===== src/rtl/mcu2ipu_evt_pkg.sv =====
// Shared definitions for the MCU2IPU event collector.
// Covers the record layout, the type codes and the pending-slot indices.
package mcu2ipu_evt_pkg;

  localparam int EVT_W     = 12;
  localparam int NUM_SLOTS = 5;

  localparam logic [3:0] TYPE_NMI   = 4'd1;
  localparam logic [3:0] TYPE_FAULT = 4'd2;
  localparam logic [3:0] TYPE_INT   = 4'd3;
  localparam logic [3:0] TYPE_RUN   = 4'd4;
  localparam logic [3:0] TYPE_ONL   = 4'd5;

  // Slot index order is also the priority order: lower index wins.
  localparam int SLOT_NMI   = 0;
  localparam int SLOT_FAULT = 1;
  localparam int SLOT_INT   = 2;
  localparam int SLOT_RUN   = 3;
  localparam int SLOT_ONL   = 4;

  typedef struct packed {
    logic [3:0] typ;
    logic [7:0] data;
  } evt_t;

  function automatic logic [3:0] slot_type(input logic [2:0] slot);
    case (slot)
      3'd0:    return TYPE_NMI;
      3'd1:    return TYPE_FAULT;
      3'd2:    return TYPE_INT;
      3'd3:    return TYPE_RUN;
      3'd4:    return TYPE_ONL;
      default: return 4'd0;
    endcase
  endfunction

  function automatic logic [EVT_W-1:0] pack_evt(input logic [3:0] typ, input logic [7:0] data);
    evt_t e;
    e.typ  = typ;
    e.data = data;
    return e;
  endfunction

endpackage


===== src/rtl/evt_fifo.sv =====
// Synchronous show-ahead FIFO with extra-MSB pointers.
// While empty, the read data holds the last head value that was presented.
module evt_fifo #(
  parameter int DEPTH = 8,
  parameter int WIDTH = 12,
  parameter int LVL_W = $clog2(DEPTH) + 1
) (
  input  logic             clk,
  input  logic             rst_n,
  input  logic             wr_en,
  input  logic [WIDTH-1:0] wr_data,
  input  logic             rd_en,
  output logic [WIDTH-1:0] rd_data,
  output logic [LVL_W-1:0] level,
  output logic             full,
  output logic             empty
);

  localparam int AW = $clog2(DEPTH);
  localparam logic [AW:0] PTR_ONE = (AW+1)'(1);

  logic [AW:0]      wr_ptr_q, wr_ptr_d, rd_ptr_q, rd_ptr_d;
  logic [WIDTH-1:0] mem_q [DEPTH];
  logic [WIDTH-1:0] mem_d [DEPTH];
  logic [WIDTH-1:0] hold_q, hold_d;
  logic             push, pop;

  assign empty   = (wr_ptr_q == rd_ptr_q);
  assign full    = (wr_ptr_q[AW] != rd_ptr_q[AW]) && (wr_ptr_q[AW-1:0] == rd_ptr_q[AW-1:0]);
  assign level   = LVL_W'(wr_ptr_q - rd_ptr_q);
  assign push    = wr_en && !full;
  assign pop     = rd_en && !empty;
  assign rd_data = empty ? hold_q : mem_q[rd_ptr_q[AW-1:0]];

  always_comb begin
    mem_d    = mem_q;
    wr_ptr_d = wr_ptr_q;
    rd_ptr_d = rd_ptr_q;
    hold_d   = rd_data;
    if (push) begin
      mem_d[wr_ptr_q[AW-1:0]] = wr_data;
      wr_ptr_d                = wr_ptr_q + PTR_ONE;
    end
    if (pop) begin
      rd_ptr_d = rd_ptr_q + PTR_ONE;
    end
  end

  always_ff @(posedge clk or negedge rst_n) begin
    if (!rst_n) begin
      wr_ptr_q <= '0;
      rd_ptr_q <= '0;
      hold_q   <= '0;
      for (int i = 0; i < DEPTH; i++) mem_q[i] <= '0;
    end else begin
      wr_ptr_q <= wr_ptr_d;
      rd_ptr_q <= rd_ptr_d;
      hold_q   <= hold_d;
      mem_q    <= mem_d;
    end
  end

endmodule


===== src/rtl/mcu2ipu_evt_collector.sv =====
// MCU2IPU event front-end: edge/change detection, one pending slot per type,
// fixed-priority push into a show-ahead FIFO, and a saturating drop counter.
module mcu2ipu_evt_collector
  import mcu2ipu_evt_pkg::*;
#(
  parameter int DEPTH = 8,
  parameter int LVL_W = $clog2(DEPTH) + 1
) (
  input  logic             MCU2IPU_CLK,
  input  logic             MCU2IPU_RESETn,
  input  logic [3:0]       MCU2IPU_CoreRunning,
  input  logic [3:0]       MCU2IPU_CoreOnline,
  input  logic             MCU2IPU_FaultInt,
  input  logic             MCU2IPU_NMI,
  input  logic             MCU2IPU_IntValid,
  input  logic [3:0]       MCU2IPU_IntInfo,
  output logic             EVT_VALID,
  input  logic             EVT_READY,
  output logic [EVT_W-1:0] EVT_DATA,
  output logic [LVL_W-1:0] EVT_LEVEL,
  output logic [7:0]       DROP_CNT,
  input  logic             DROP_CLR
);

  logic                 nmi_q, nmi_d, fault_q, fault_d, primed_q, primed_d;
  logic [3:0]           run_q, run_d, onl_q, onl_d;
  logic [NUM_SLOTS-1:0] pend_q, pend_d, det;
  logic [7:0]           pay_q   [NUM_SLOTS];
  logic [7:0]           pay_d   [NUM_SLOTS];
  logic [7:0]           det_pay [NUM_SLOTS];
  logic [7:0]           drop_cnt_q, drop_cnt_d;
  logic [8:0]           drop_sum;
  logic [2:0]           n_drop, sel;
  logic                 sel_vld, push, fifo_full, fifo_empty;
  logic [EVT_W-1:0]     push_data;

  // RUN/ONL changes are suppressed until the first post-reset sample is captured.
  always_comb begin
    det = '0;
    for (int i = 0; i < NUM_SLOTS; i++) det_pay[i] = '0;
    det[SLOT_NMI]      = MCU2IPU_NMI & ~nmi_q;
    det[SLOT_FAULT]    = MCU2IPU_FaultInt & ~fault_q;
    det[SLOT_INT]      = MCU2IPU_IntValid;
    det_pay[SLOT_INT]  = {4'b0, MCU2IPU_IntInfo};
    det[SLOT_RUN]      = primed_q && (MCU2IPU_CoreRunning != run_q);
    det_pay[SLOT_RUN]  = {run_q, MCU2IPU_CoreRunning};
    det[SLOT_ONL]      = primed_q && (MCU2IPU_CoreOnline != onl_q);
    det_pay[SLOT_ONL]  = {onl_q, MCU2IPU_CoreOnline};
  end

  always_comb begin
    nmi_d    = MCU2IPU_NMI;
    fault_d  = MCU2IPU_FaultInt;
    run_d    = MCU2IPU_CoreRunning;
    onl_d    = MCU2IPU_CoreOnline;
    primed_d = 1'b1;
  end

  always_comb begin
    sel     = '0;
    sel_vld = 1'b0;
    for (int i = NUM_SLOTS - 1; i >= 0; i--) begin
      if (pend_q[i]) begin
        sel     = 3'(i);
        sel_vld = 1'b1;
      end
    end
  end

  assign push      = sel_vld && !fifo_full;
  assign push_data = pack_evt(slot_type(sel), pay_q[sel]);

  // A slot freed by this cycle's push accepts a new detection without a drop.
  always_comb begin
    pend_d = pend_q;
    pay_d  = pay_q;
    n_drop = '0;
    if (push) pend_d[sel] = 1'b0;
    for (int i = 0; i < NUM_SLOTS; i++) begin
      if (det[i]) begin
        if (pend_d[i]) begin
          n_drop = n_drop + 3'd1;
          if (i == SLOT_RUN || i == SLOT_ONL) pay_d[i][3:0] = det_pay[i][3:0];
        end else begin
          pend_d[i] = 1'b1;
          pay_d[i]  = det_pay[i];
        end
      end
    end
  end

  always_comb begin
    drop_sum = {1'b0, drop_cnt_q} + {6'b0, n_drop};
    if (DROP_CLR)         drop_cnt_d = '0;
    else if (drop_sum[8]) drop_cnt_d = 8'hFF;
    else                  drop_cnt_d = drop_sum[7:0];
  end

  always_ff @(posedge MCU2IPU_CLK or negedge MCU2IPU_RESETn) begin
    if (!MCU2IPU_RESETn) begin
      nmi_q      <= 1'b0;
      fault_q    <= 1'b0;
      run_q      <= '0;
      onl_q      <= '0;
      primed_q   <= 1'b0;
      pend_q     <= '0;
      drop_cnt_q <= '0;
      for (int i = 0; i < NUM_SLOTS; i++) pay_q[i] <= '0;
    end else begin
      nmi_q      <= nmi_d;
      fault_q    <= fault_d;
      run_q      <= run_d;
      onl_q      <= onl_d;
      primed_q   <= primed_d;
      pend_q     <= pend_d;
      drop_cnt_q <= drop_cnt_d;
      pay_q      <= pay_d;
    end
  end

  evt_fifo #(
    .DEPTH(DEPTH),
    .WIDTH(EVT_W),
    .LVL_W(LVL_W)
  ) u_fifo (
    .clk     (MCU2IPU_CLK),
    .rst_n   (MCU2IPU_RESETn),
    .wr_en   (push),
    .wr_data (push_data),
    .rd_en   (EVT_READY),
    .rd_data (EVT_DATA),
    .level   (EVT_LEVEL),
    .full    (fifo_full),
    .empty   (fifo_empty)
  );

  assign EVT_VALID = !fifo_empty;
  assign DROP_CNT  = drop_cnt_q;

endmodule


===== config.mk =====
export PLATFORM = sky130hd
export DESIGN_NAME = mcu2ipu_evt_collector
export DESIGN_NICKNAME = d
export VERILOG_FILES = /design/src/rtl/mcu2ipu_evt_pkg.sv /design/src/rtl/evt_fifo.sv /design/src/rtl/mcu2ipu_evt_collector.sv
export SDC_FILE = /design/constraint.sdc
export NUM_CORES = 1
export LEC_CHECK = 0
export ABC_AREA = 1
export CAP_MARGIN = 20
export CELL_PAD_IN_SITES_DETAIL_PLACEMENT = 0
export CELL_PAD_IN_SITES_GLOBAL_PLACEMENT = 1
export CORE_MARGIN = 1
export CORE_UTILIZATION = 41
export DETAILED_ROUTE_END_ITERATION = 16
export GPL_TIMING_DRIVEN = 0
export PLACE_DENSITY = 0.74
export SLEW_MARGIN = 30
export SYNTH_ARGS = -nofsm -noshare
export SYNTH_HDL_FRONTEND = slang
export SYNTH_SLANG_ARGS = --single-unit

===== constraint.sdc =====
create_clock -name MCU2IPU_CLK -period 4.6 [get_ports MCU2IPU_CLK]
set_clock_uncertainty 0.15 [all_clocks]
set_input_delay 0.92 -clock MCU2IPU_CLK [delete_from_list [all_inputs] [get_ports MCU2IPU_CLK]]
set_output_delay 0.92 -clock MCU2IPU_CLK [all_outputs]
set_load 0.05 [all_outputs]

Word level (Yosys, flattened, before mapping)
Index checks and enable logic that the tools add are counted.

word-level totals
  register bits = 160
  input port bits = 19
  output and inout port bits = 25
  word-level logic and storage cells = 113

cells by class
  add/sub/neg operators = 8
  magnitude comparators = 6
  equal/unequal tests = 9
  mux-type cells = 41
  bitwise gates (word level) = 12
  reductions and logical operators = 14

operators by type and width
  kind                   count
  $bwmux W96             1
  $mux W12               4
  $mux W3                13
  $bmux W12 S3           1
  $demux W12 S3          1
  $mux W8                4
  $bmux W8 S3            1
  $pmux W3 S5            1
  $mux W1                13
  $add A3 B1 Y3 const B  4
  $ge A4 B4 Y1 const B   3
  $not A3 Y4             3
  $add A8 B3 Y9          1
  $add A4 B1 Y4 const B  2
  $logic_and A1 B1 Y1    8
  $ne A4 B4 Y1           2
  $eq A3 B2 Y1 const B   2
  $reduce_and A2 Y1      3
  $and A5 B5 Y5          1
  $mux W5                1
  $not A1 Y1             5
  $not A5 Y5             1
  $eq A4 B4 Y1           1
  $lt A3 B4 Y1 const B   1
  other kinds (11)       13

Logic depth before layout (Yosys ltp)
Gate-level depths: netlist of the first run.

  depth in word-level cells = 29
  gate-level depth with buffers = 34

Hierarchy
Synthesis of the first run repeated with hierarchy kept, for this count alone.

second synthesis, totals
  cells, all modules = 1137
  area, all modules = 8667.1 sq um

by module, submodules not included
  module                 times used  cells an instance  area an instance (sq um)  seq. area each (sq um)
  evt_fifo               1           839                6162.2                    2902.8
  mcu2ipu_evt_collector  1           298                2504.9                    1101.1

Worst setup path before layout of the first run
OpenSTA, ideal clock, no wires.

  path kind = reg-to-reg
  from = reg u_fifo.rd_ptr_q[1]
  to = reg drop_cnt_q[4] (netlist: DROP_CNT[4])
  setup time = 0.077 ns
  arrival time = 4.392 ns
  path slack = -0.019 ns
  cell stages (with the launch flop) = 27
  path through = dfrtp_1 > clkbuf_1 > inv_1 > clkbuf_1 > ha_1 > nand2_2 > nor2_4 > nand2_2 > a21oi_1 > ha_1 > nand2_1 > nand2_1 > ha_1 > nand4_1 > nand2_1 > nand3_2 > nand2_1 > inv_1 > ha_1 > or2_2 > nand2_1 > fa_1 > o22ai_1 > nand3_1 > nor3_1 > inv_1 > a21oi_1

between the ends
  longest elaborated chain between the ends = 22

RTL lines
  what                      line                          text
  start: declaration        evt_fifo.sv:22                logic [AW:0] wr_ptr_q, wr_ptr_d, rd_ptr_q, rd_ptr_d;
  start signal: assignment  evt_fifo.sv:57                rd_ptr_q <= rd_ptr_d;
  $eq A3 B3 Y1 (*)          evt_fifo.sv:29                assign full = (wr_ptr_q[AW] != rd_ptr_q[AW]) && (wr_ptr_q[AW-1:0] == rd_ptr_q[AW-1:0]);
  $logic_and A1 B1 Y1 (*)   evt_fifo.sv:29
  $logic_not A1 Y1 (*)      mcu2ipu_evt_collector.sv:70   assign push = sel_vld && !fifo_full;
  $logic_and A1 B1 Y1 (*)   mcu2ipu_evt_collector.sv:70
  $mux W5 (*)               mcu2ipu_evt_collector.sv:78   if (push) pend_d[sel] = 1'b0;
  $mux W1                   mcu2ipu_evt_collector.sv:81   if (pend_d[i]) begin
  $mux W1                   mcu2ipu_evt_collector.sv:80   if (det[i]) begin
  $add A3 B1 Y3             mcu2ipu_evt_collector.sv:82   n_drop = n_drop + 3'd1;
  [7 not listed]            -
  $mux W3                   mcu2ipu_evt_collector.sv:80
  $add A3 B1 Y3             mcu2ipu_evt_collector.sv:82
  $mux W3                   mcu2ipu_evt_collector.sv:81
  $mux W3 (*)               mcu2ipu_evt_collector.sv:80
  $add A8 B3 Y9 (*)         mcu2ipu_evt_collector.sv:93   drop_sum = {1'b0, drop_cnt_q} + {6'b0, n_drop};
  $mux W8 (*)               mcu2ipu_evt_collector.sv:95   else if (drop_sum[8]) drop_cnt_d = 8'hFF;
  $mux W8 (*)               mcu2ipu_evt_collector.sv:94   if (DROP_CLR) drop_cnt_d = '0;
  via drop_cnt_d[4]         mcu2ipu_evt_collector.sv:31   logic [7:0] drop_cnt_q, drop_cnt_d;
  end signal: assignment    mcu2ipu_evt_collector.sv:116  drop_cnt_q <= drop_cnt_d;
  end: declaration          mcu2ipu_evt_collector.sv:31

Mark *: on every way through the listed nets, which the timed path passes. The rest lies on a longest branch.
A chain may end at the register's enable or synchronous reset.

Worst setup path after layout of the first run
  from = reg u_fifo.rd_ptr_q[1]
  to = out EVT_DATA[9]

between the ends
  longest elaborated chain between the ends = 5

RTL lines
  what                                         line                         text
  $not A3 Y4 (not written as such)             evt_fifo.sv:33               assign rd_data = empty ? hold_q : mem_q[rd_ptr_q[AW-1:0]];
  $bmux W12 S3                                 evt_fifo.sv:33
  $mux W12 (not written as such) (2 in a row)  evt_fifo.sv:33
  $mux W12 (*)                                 evt_fifo.sv:33
  end: declaration                             mcu2ipu_evt_collector.sv:19  output logic [EVT_W-1:0] EVT_DATA,

Every way passes the cells marked *; elsewhere a longest branch is shown, timed or not. The select of a mux whose other input is x is not followed.

==> results.sh, run 1 <==
export IMPL_grt_pass1_wl_um=30500
export IMPL_cp_end_kind="output port"
export IMPL_max_stage_delay_ps=800
export IMPL_criticalPathCategory="register to output port"
export IMPL_syn_inst=859
export IMPL_synthTopCellsByArea="dfrtp_1 (52%), nand2_1 (13%), o21ai_0 (5.2%), inv_1 (4.3%), a21oi_1 (3.1%)"
export IMPL_initial_core_util=0.423
export IMPL_synth_edff_count=0
export IMPL_required_ps=3530
export IMPL_setup_violations=0
export IMPL_cts_buffers=17
export IMPL_grt_usage=0.225
export IMPL_n_antenna_cell=0
export IMPL_path_max_fanout=10
export IMPL_cts_root_buf="clkbuf_16"
export IMPL_synth_seq_cells=152
export IMPL_fin_crit_sh=0.959
export IMPL_dieArea_um2=18400
export IMPL_antenna_found_initial=0
export IMPL_yosysUniqueCellTypes=41
export IMPL_h_tree_depth=4
export IMPL_cts_buffer_depth=2
export IMPL_pin_count=44
export IMPL_tritoncts="done"
export IMPL_period_minus_slack_ps=4410
export IMPL_finalHoldViolCount=0
export IMPL_startpoint_type="register"
export IMPL_synth_top_cell_area_share=0.519
export IMPL_grt_ovfl_total=0
export IMPL_routed_wl_um=18800
export IMPL_fmax_mhz=227
export IMPL_cts_sinks=152
export IMPL_slew_violations=0
export IMPL_place_inst=1129
export IMPL_cp_arrival_ps=3340
export IMPL_hold_ws_ps=177
export IMPL_postLayoutCoreUtil=0.514
export IMPL_switchingPower_mw=3.25
export IMPL_maxCapViolCount=0
export IMPL_combinationalPowerShare=0.505
export IMPL_path_cells="clkinvlp_4 > ha_4 > nand2_2 > nor2_4 > nand2_1 > inv_1 > clkbuf_1 > nand2_1 > nand2_1 > clkdlybuf4s50_1"
export IMPL_clk_pin_slew_ps=60
export IMPL_fin_cells=1167
export IMPL_fin_nets=961
export IMPL_p_sw_frac=0.461
export IMPL_postCtsHoldBufs=0
export IMPL_grt_pass1_vias=5587
export IMPL_ir_drop_uv=859
export IMPL_seq_power_share=0.287
export IMPL_synth_flop_cell="dfrtp_1"
export IMPL_drc=0
export IMPL_cp_num_buf_inv=4
export IMPL_yosys_top_cells_count="nand2_1 (263), dfrtp_1 (152), inv_1 (84)"
export IMPL_leakage_nw=4.28
export IMPL_synth_net_count=891
export IMPL_vias_per_cell=4.90
export IMPL_first_pass_iters=4
export IMPL_maxSlewHeadroom=0.576
export IMPL_synth_area_um2=7340
export IMPL_num_vias=5713
export IMPL_yosys_area_top_type="dfrtp_1"
export IMPL_first_iter_violations=360
export IMPL_crit_path_frequent_cell="nand2_1"
export IMPL_post_drt_wl_per_cell_um=16.1
export IMPL_portBuffers=43
export IMPL_power_density_nw_per_um2=790
export IMPL_power_frac_clock=0.208
export IMPL_clock_latency_ps=430
export IMPL_drive_above_1_share=0.146
export IMPL_grt_max_degree=80
export IMPL_yosysWarnings=0
export IMPL_cpMaxStageDelayCell="clkdlybuf4s50_1"
export IMPL_die_w_um=136
export IMPL_finalWeightedCongestion=0.798
export IMPL_nFillCells=1674
export IMPL_cp_top_family="buffers and inverters"
export IMPL_yosysSeqAreaShare=0.519
export IMPL_status="finished, final reports clean"
export IMPL_die_height_um=136
export IMPL_syn2layout_area_growth_pct=21.7
export IMPL_synth_most_common_cell="nand2_1"
export IMPL_core_um2=17400
export IMPL_dpl_hpwl_um=13100
export IMPL_tns_ps=0
export IMPL_row_count=48
export IMPL_worst_slew_pin_transition_ps=634
export IMPL_p_int_mw=3.80
export IMPL_holdCritPathClass="primary input to async pin"
export IMPL_async_flop_share=1.00
export IMPL_ant_nets=0
export IMPL_syn_avg_cell_area_um2=8.54
[layout make-up]
class | instances | area, µm² | area share
Sequential cell | 152 | 3800 | 0.426
Multi-Input combinational cell | 578 | 3140 | 0.352
Timing Repair Buffer | 54 | 562 | 0.0629
Clock buffer | 19 | 453 | 0.0507
Inverter | 98 | 377 | 0.0422
Tap cell | 225 | 282 | 0.0315
Clock inverter | 13 | 168 | 0.0188
Buffer | 28 | 143 | 0.0160
[path summary, 6_finish.rpt]
kind | start | endpoint | slack (ps) | cells past startpoint
worst max-delay path | u_fifo.rd_ptr_q[1] | EVT_DATA[9] | 190 | 10
worst min-delay path | MCU2IPU_RESETn | u_fifo.mem_q[14] | 180 | 1
worst max register to register | u_fifo.rd_ptr_q[1] | DROP_CNT[5] | 230 | 30
worst min register to register | u_fifo.mem_q[5] | u_fifo.mem_q[5] | 310 | 2
max in group asynchronous | MCU2IPU_RESETn | u_fifo.rd_ptr_q[1] | 3180 | 3
min in group MCU2IPU_CLK | u_fifo.mem_q[5] | u_fifo.mem_q[5] | 310 | 2
[metal layers]
layer / vias to the layer above / track usage / share of wire
li1: 2890 / - / -
met1: 2702 / 0.314 / 0.48
met2: 105 / 0.346 / 0.46
met3: 16 / 0.0509 / 0.039
met4: 0 / 0.0680 / 0.019
met5: - / 0 / 0
[registers in the layout, indices dropped and copies added, names as in the netlist, 4 cells and up]
name	flops
u_fifo.wr_ptr_q	4
pay_q	20
u_fifo.mem_q	88
onl_q	4
u_fifo.hold_q	12
u_fifo.rd_ptr_q	4
run_q	4
DROP_CNT	8
pend_q	5
[worst register-to-register path: cells and delay by family (launching register included)]
kind	cells	cell delay (ps)
and+or+nand+nor	18	1730
DFF	1	430
adders and majority gates	5	1280
buffers and inverters	5	510
AOI/OAI and AO/OA	2	220
[placed cells by master, fill, tap and decap left out, types with 8 or more instances in the layout]
| master | count |
|---|---|
| inv_1 | 81 |
| buf_4 | 11 |
| dfrtp_1 | 151 |
| nand3_1 | 44 |
| nand2_1 | 259 |
| nand2_2 | 10 |
| a21oi_1 | 44 |
| o21ai_1 | 31 |
| o21ai_0 | 76 |
| inv_2 | 13 |
| clkbuf_1 | 12 |
| clkbuf_16 | 17 |
| clkdlybuf4s50_1 | 42 |
| xor2_1 | 17 |
| nor2_4 | 8 |
| nor2_1 | 20 |
[logic make-up after synthesis]
logic type / Yosys count / synth area share
adder cells (fa/ha/maj): 13 / 0.0242
flip-flops: 152 / 0.519
other: 1 / 0.000511
XOR/XNOR: 19 / 0.0227
multiplexers: 12 / 0.0205
AO/OA/AOI/OAI: 166 / 0.119
buffers and inverters: 129 / 0.0718
AND/OR/NAND/NOR: 367 / 0.223
[power by group through the flow]
stage	registers, mW	clock network [mW]	logic, mW
floorplan	2.01	0	2.37
global placement	2.03	0	3.44
detailed placement	2.03	0	3.47
CTS	2.02	1.50	3.54
global route	2.07	1.56	3.90
finish	2.02	1.47	3.56
[through the flow]
step / setup slack, ps / total power, mW / area [µm²]
floorplan: 74.9 / 4.38 / 7340
global placement: -4020 / 5.47 / 8050
detailed placement: -907 / 5.51 / 8110
CTS: 16.1 / 7.05 / 8800
global route: -94.1 / 7.53 / 8930
finish: 191 / 7.05 / 8930
[what timing repair did]
action	4_1_cts	5_1_grt
endpoints found under the setup margin	21	8
cloned	0	0
pin swaps	1	12
buffers inserted	4	5
gates resized for setup	10	20
Note: power is estimated with default switching activity, not from simulation.
==> run 2: changes to the inputs <==
--- a/config.mk
+++ b/config.mk
@@ -6,7 +6,7 @@
 export NUM_CORES = 1
 export LEC_CHECK = 0
 export ABC_AREA = 1
-export CAP_MARGIN = 20
+export CAP_MARGIN = 30
 export CELL_PAD_IN_SITES_DETAIL_PLACEMENT = 0
 export CELL_PAD_IN_SITES_GLOBAL_PLACEMENT = 1
 export CORE_MARGIN = 1
@@ -14,6 +14,7 @@
 export DETAILED_ROUTE_END_ITERATION = 16
 export GPL_TIMING_DRIVEN = 0
 export PLACE_DENSITY = 0.74
+export RECOVER_POWER = 50
 export SLEW_MARGIN = 30
 export SYNTH_ARGS = -nofsm -noshare
 export SYNTH_HDL_FRONTEND = slang
==> run 2 against run 1 <==
The flow now finishes with violations (capacitance limit, slew limit). Clock power about the same. Highest routed layer unchanged. Final cell count stayed put. Non-clock buffer count is the same. Count of clock-buffer cells in the layout stayed put. Register-to-register slack hardly changed. Hold slack improved by 140 ps. Sequential share of layout area up 0.16 points. Combinational power hardly changed. Largest cell class unchanged. Sequential power about the same. Utilization shrank 0.19 points.
==> results.sh, run 2 (same netlist as run 1, synthesis figures left out) <==
export IMPL_status="complete, but fails checks"
export IMPL_violations="capacitance limit, slew limit"
export IMPL_antenna_found_initial=0
export IMPL_holdCritPathClass="register to register"
export IMPL_fmax_mhz=228
export IMPL_cpMaxStageDelayCell="clkdlybuf4s50_1"
export IMPL_startpoint_type="register"
export IMPL_placed_cell_area_um2=8110
export IMPL_tritoncts="done"
export IMPL_row_count=48
export IMPL_core_um2=17400
export IMPL_fin_nets=961
export IMPL_grt_max_degree=80
export IMPL_power_density_nw_per_um2=793
export IMPL_layout_common_cells="nand2_1 (259), dfrtp_1 (151), inv_1 (81)"
export IMPL_cts_root_buf="clkbuf_16"
export IMPL_pin_count=44
export IMPL_grt_pass1_wl_um=30500
export IMPL_maxCapViolCount=1
export IMPL_h_tree_depth=4
export IMPL_n_antenna_cell=0
export IMPL_path_cells="clkinvlp_4 > ha_4 > nand2_2 > nor2_4 > nand2_1 > inv_1 > clkbuf_1 > nand2_1 > nand2_1 > clkdlybuf4s50_1"
export IMPL_leakage_nw=4.27
export IMPL_ant_nets=0
export IMPL_drc=0
export IMPL_fin_area_um2=8890
export IMPL_finalWeightedCongestion=0.798
export IMPL_tns_ps=0
export IMPL_dpl_hpwl_um=13100
export IMPL_cts_buffer_depth=2
export IMPL_dieArea_um2=18400
export IMPL_worst_slack_ps=208
export IMPL_path_max_fanout=10
export IMPL_pre_cts_ws_ps=-907
export IMPL_syn2layout_area_growth_pct=21.2
export IMPL_first_pass_iters=5
export IMPL_max_stage_delay_ps=800
export IMPL_die_w_um=136
export IMPL_cts_sinks=152
export IMPL_maxSlewHeadroom=-0.366
export IMPL_grt_pass1_vias=5587
export IMPL_finalHoldViolCount=0
export IMPL_grt_ovfl_total=0
export IMPL_vias_per_cell=4.87
export IMPL_cp_end_kind="output port"
export IMPL_first_iter_violations=388
export IMPL_drive_above_1_share=0.145
export IMPL_final_common_cell="nand2_1"
export IMPL_cp_arrival_ps=3320
export IMPL_fin_crit_sh=0.955
export IMPL_initial_core_util=0.423
export IMPL_ir_drop_uv=859
export IMPL_num_vias=5688
export IMPL_slew_violations=79
export IMPL_clk_pin_slew_ps=60
export IMPL_clock_latency_ps=430
export IMPL_largest_reg_flops=88
export IMPL_die_height_um=136
export IMPL_post_drt_wl_per_cell_um=16.1
export IMPL_criticalPathCategory="register to output port"
export IMPL_place_inst=1129
export IMPL_grt_usage=0.225
export IMPL_required_ps=3530
export IMPL_worst_slew_pin_transition_ps=2050
export IMPL_setup_violations=0
export IMPL_regMostFlops="u_fifo.mem_q"
export IMPL_period_minus_slack_ps=4390
export IMPL_cts_buffers=17
export IMPL_reg_largest_list="u_fifo.mem_q (88), pay_q (20), u_fifo.hold_q (12)"
export IMPL_crit_path_frequent_cell="nand2_1"
export IMPL_nFillCells=1679
export IMPL_portBuffers=43
export IMPL_fin_cells=1167
export IMPL_routed_wl_um=18800
-- run 2: timing repair --
item                       4_1_cts  5_1_grt
setup buffers                    4        5
setup endpoints to repair       21        8
resized for setup               10       20
pin swaps                        1       12
hold buffers                     0        0
-- run 2: report_power, final --
group	switching (mW)	total (mW)	internal [mW]
Clock	0.582	1.47	0.887
Combinational	2.43	3.55	1.12
Sequential	0.237	2.02	1.79
Total	3.25	7.05	3.80
-- run 2: final timing paths --
kind                                    start          endpoint  slack [ps]  depth (start not counted)
max                        u_fifo.rd_ptr_q[1]       EVT_DATA[9]         210                         10
min                          u_fifo.mem_q[66]  u_fifo.mem_q[66]         320                          2
max reg2reg                u_fifo.rd_ptr_q[1]       DROP_CNT[5]         240                         30
min reg2reg                  u_fifo.mem_q[66]  u_fifo.mem_q[66]         320                          2
max in group asynchronous      MCU2IPU_RESETn       DROP_CNT[7]        1060                          2
min in group asynchronous      MCU2IPU_RESETn  u_fifo.mem_q[14]         600                          1
-- run 2: through the flow --
step | power, mW | hold slack (ps) | util
final | 7.05 | 316 | 0.512
after global routing | 7.52 | 344 | 0.512
after CTS | 7.05 | 168 | 0.507
after detailed placement | 5.51 | 303 | 0.467
after global placement | 5.47 | 299 | 0.464
after floorplan | 4.38 | 287 | -
-- run 2: final cells by class --
cell class	count	area [µm²]	share of cell area
flip-flops and latches	152	3800	0.428
multi-input cells	578	3140	0.353
well taps	225	282	0.0317
inverters	98	377	0.0423
clock inverters	13	168	0.0189
plain buffers	28	143	0.0160
clock buffers	19	453	0.0509
repair buffers	54	528	0.0594
-- run 2: routing by layer --
layer,up-vias,GRT usage,part of all wire
met1,2686,0.314,0.49
met3,15,0.0509,0.034
met4,0,0.0680,0.019
met5,-,0,0
li1,2884,-,-
met2,103,0.346,0.46
-- run 2: worst max-delay path: cells and delay by family (launching register included) --
kind                     cells  cell delay (ps)
buffers and inverters        4             1470
AND/OR/NAND/NOR              5              680
flip-flops                   1              430
adder cells (fa/ha/maj)      1              310
==> run 3: changes to the inputs <==
--- a/config.mk
+++ b/config.mk
@@ -13,6 +13,7 @@
 export CORE_UTILIZATION = 41
 export DETAILED_ROUTE_END_ITERATION = 16
 export GPL_TIMING_DRIVEN = 0
+export HOLD_SLACK_MARGIN = 0.1
 export PLACE_DENSITY = 0.74
 export RECOVER_POWER = 50
 export SLEW_MARGIN = 30
==> results of run 3 <==
The final DEF is identical to that of run 2; final timing and power are the same.
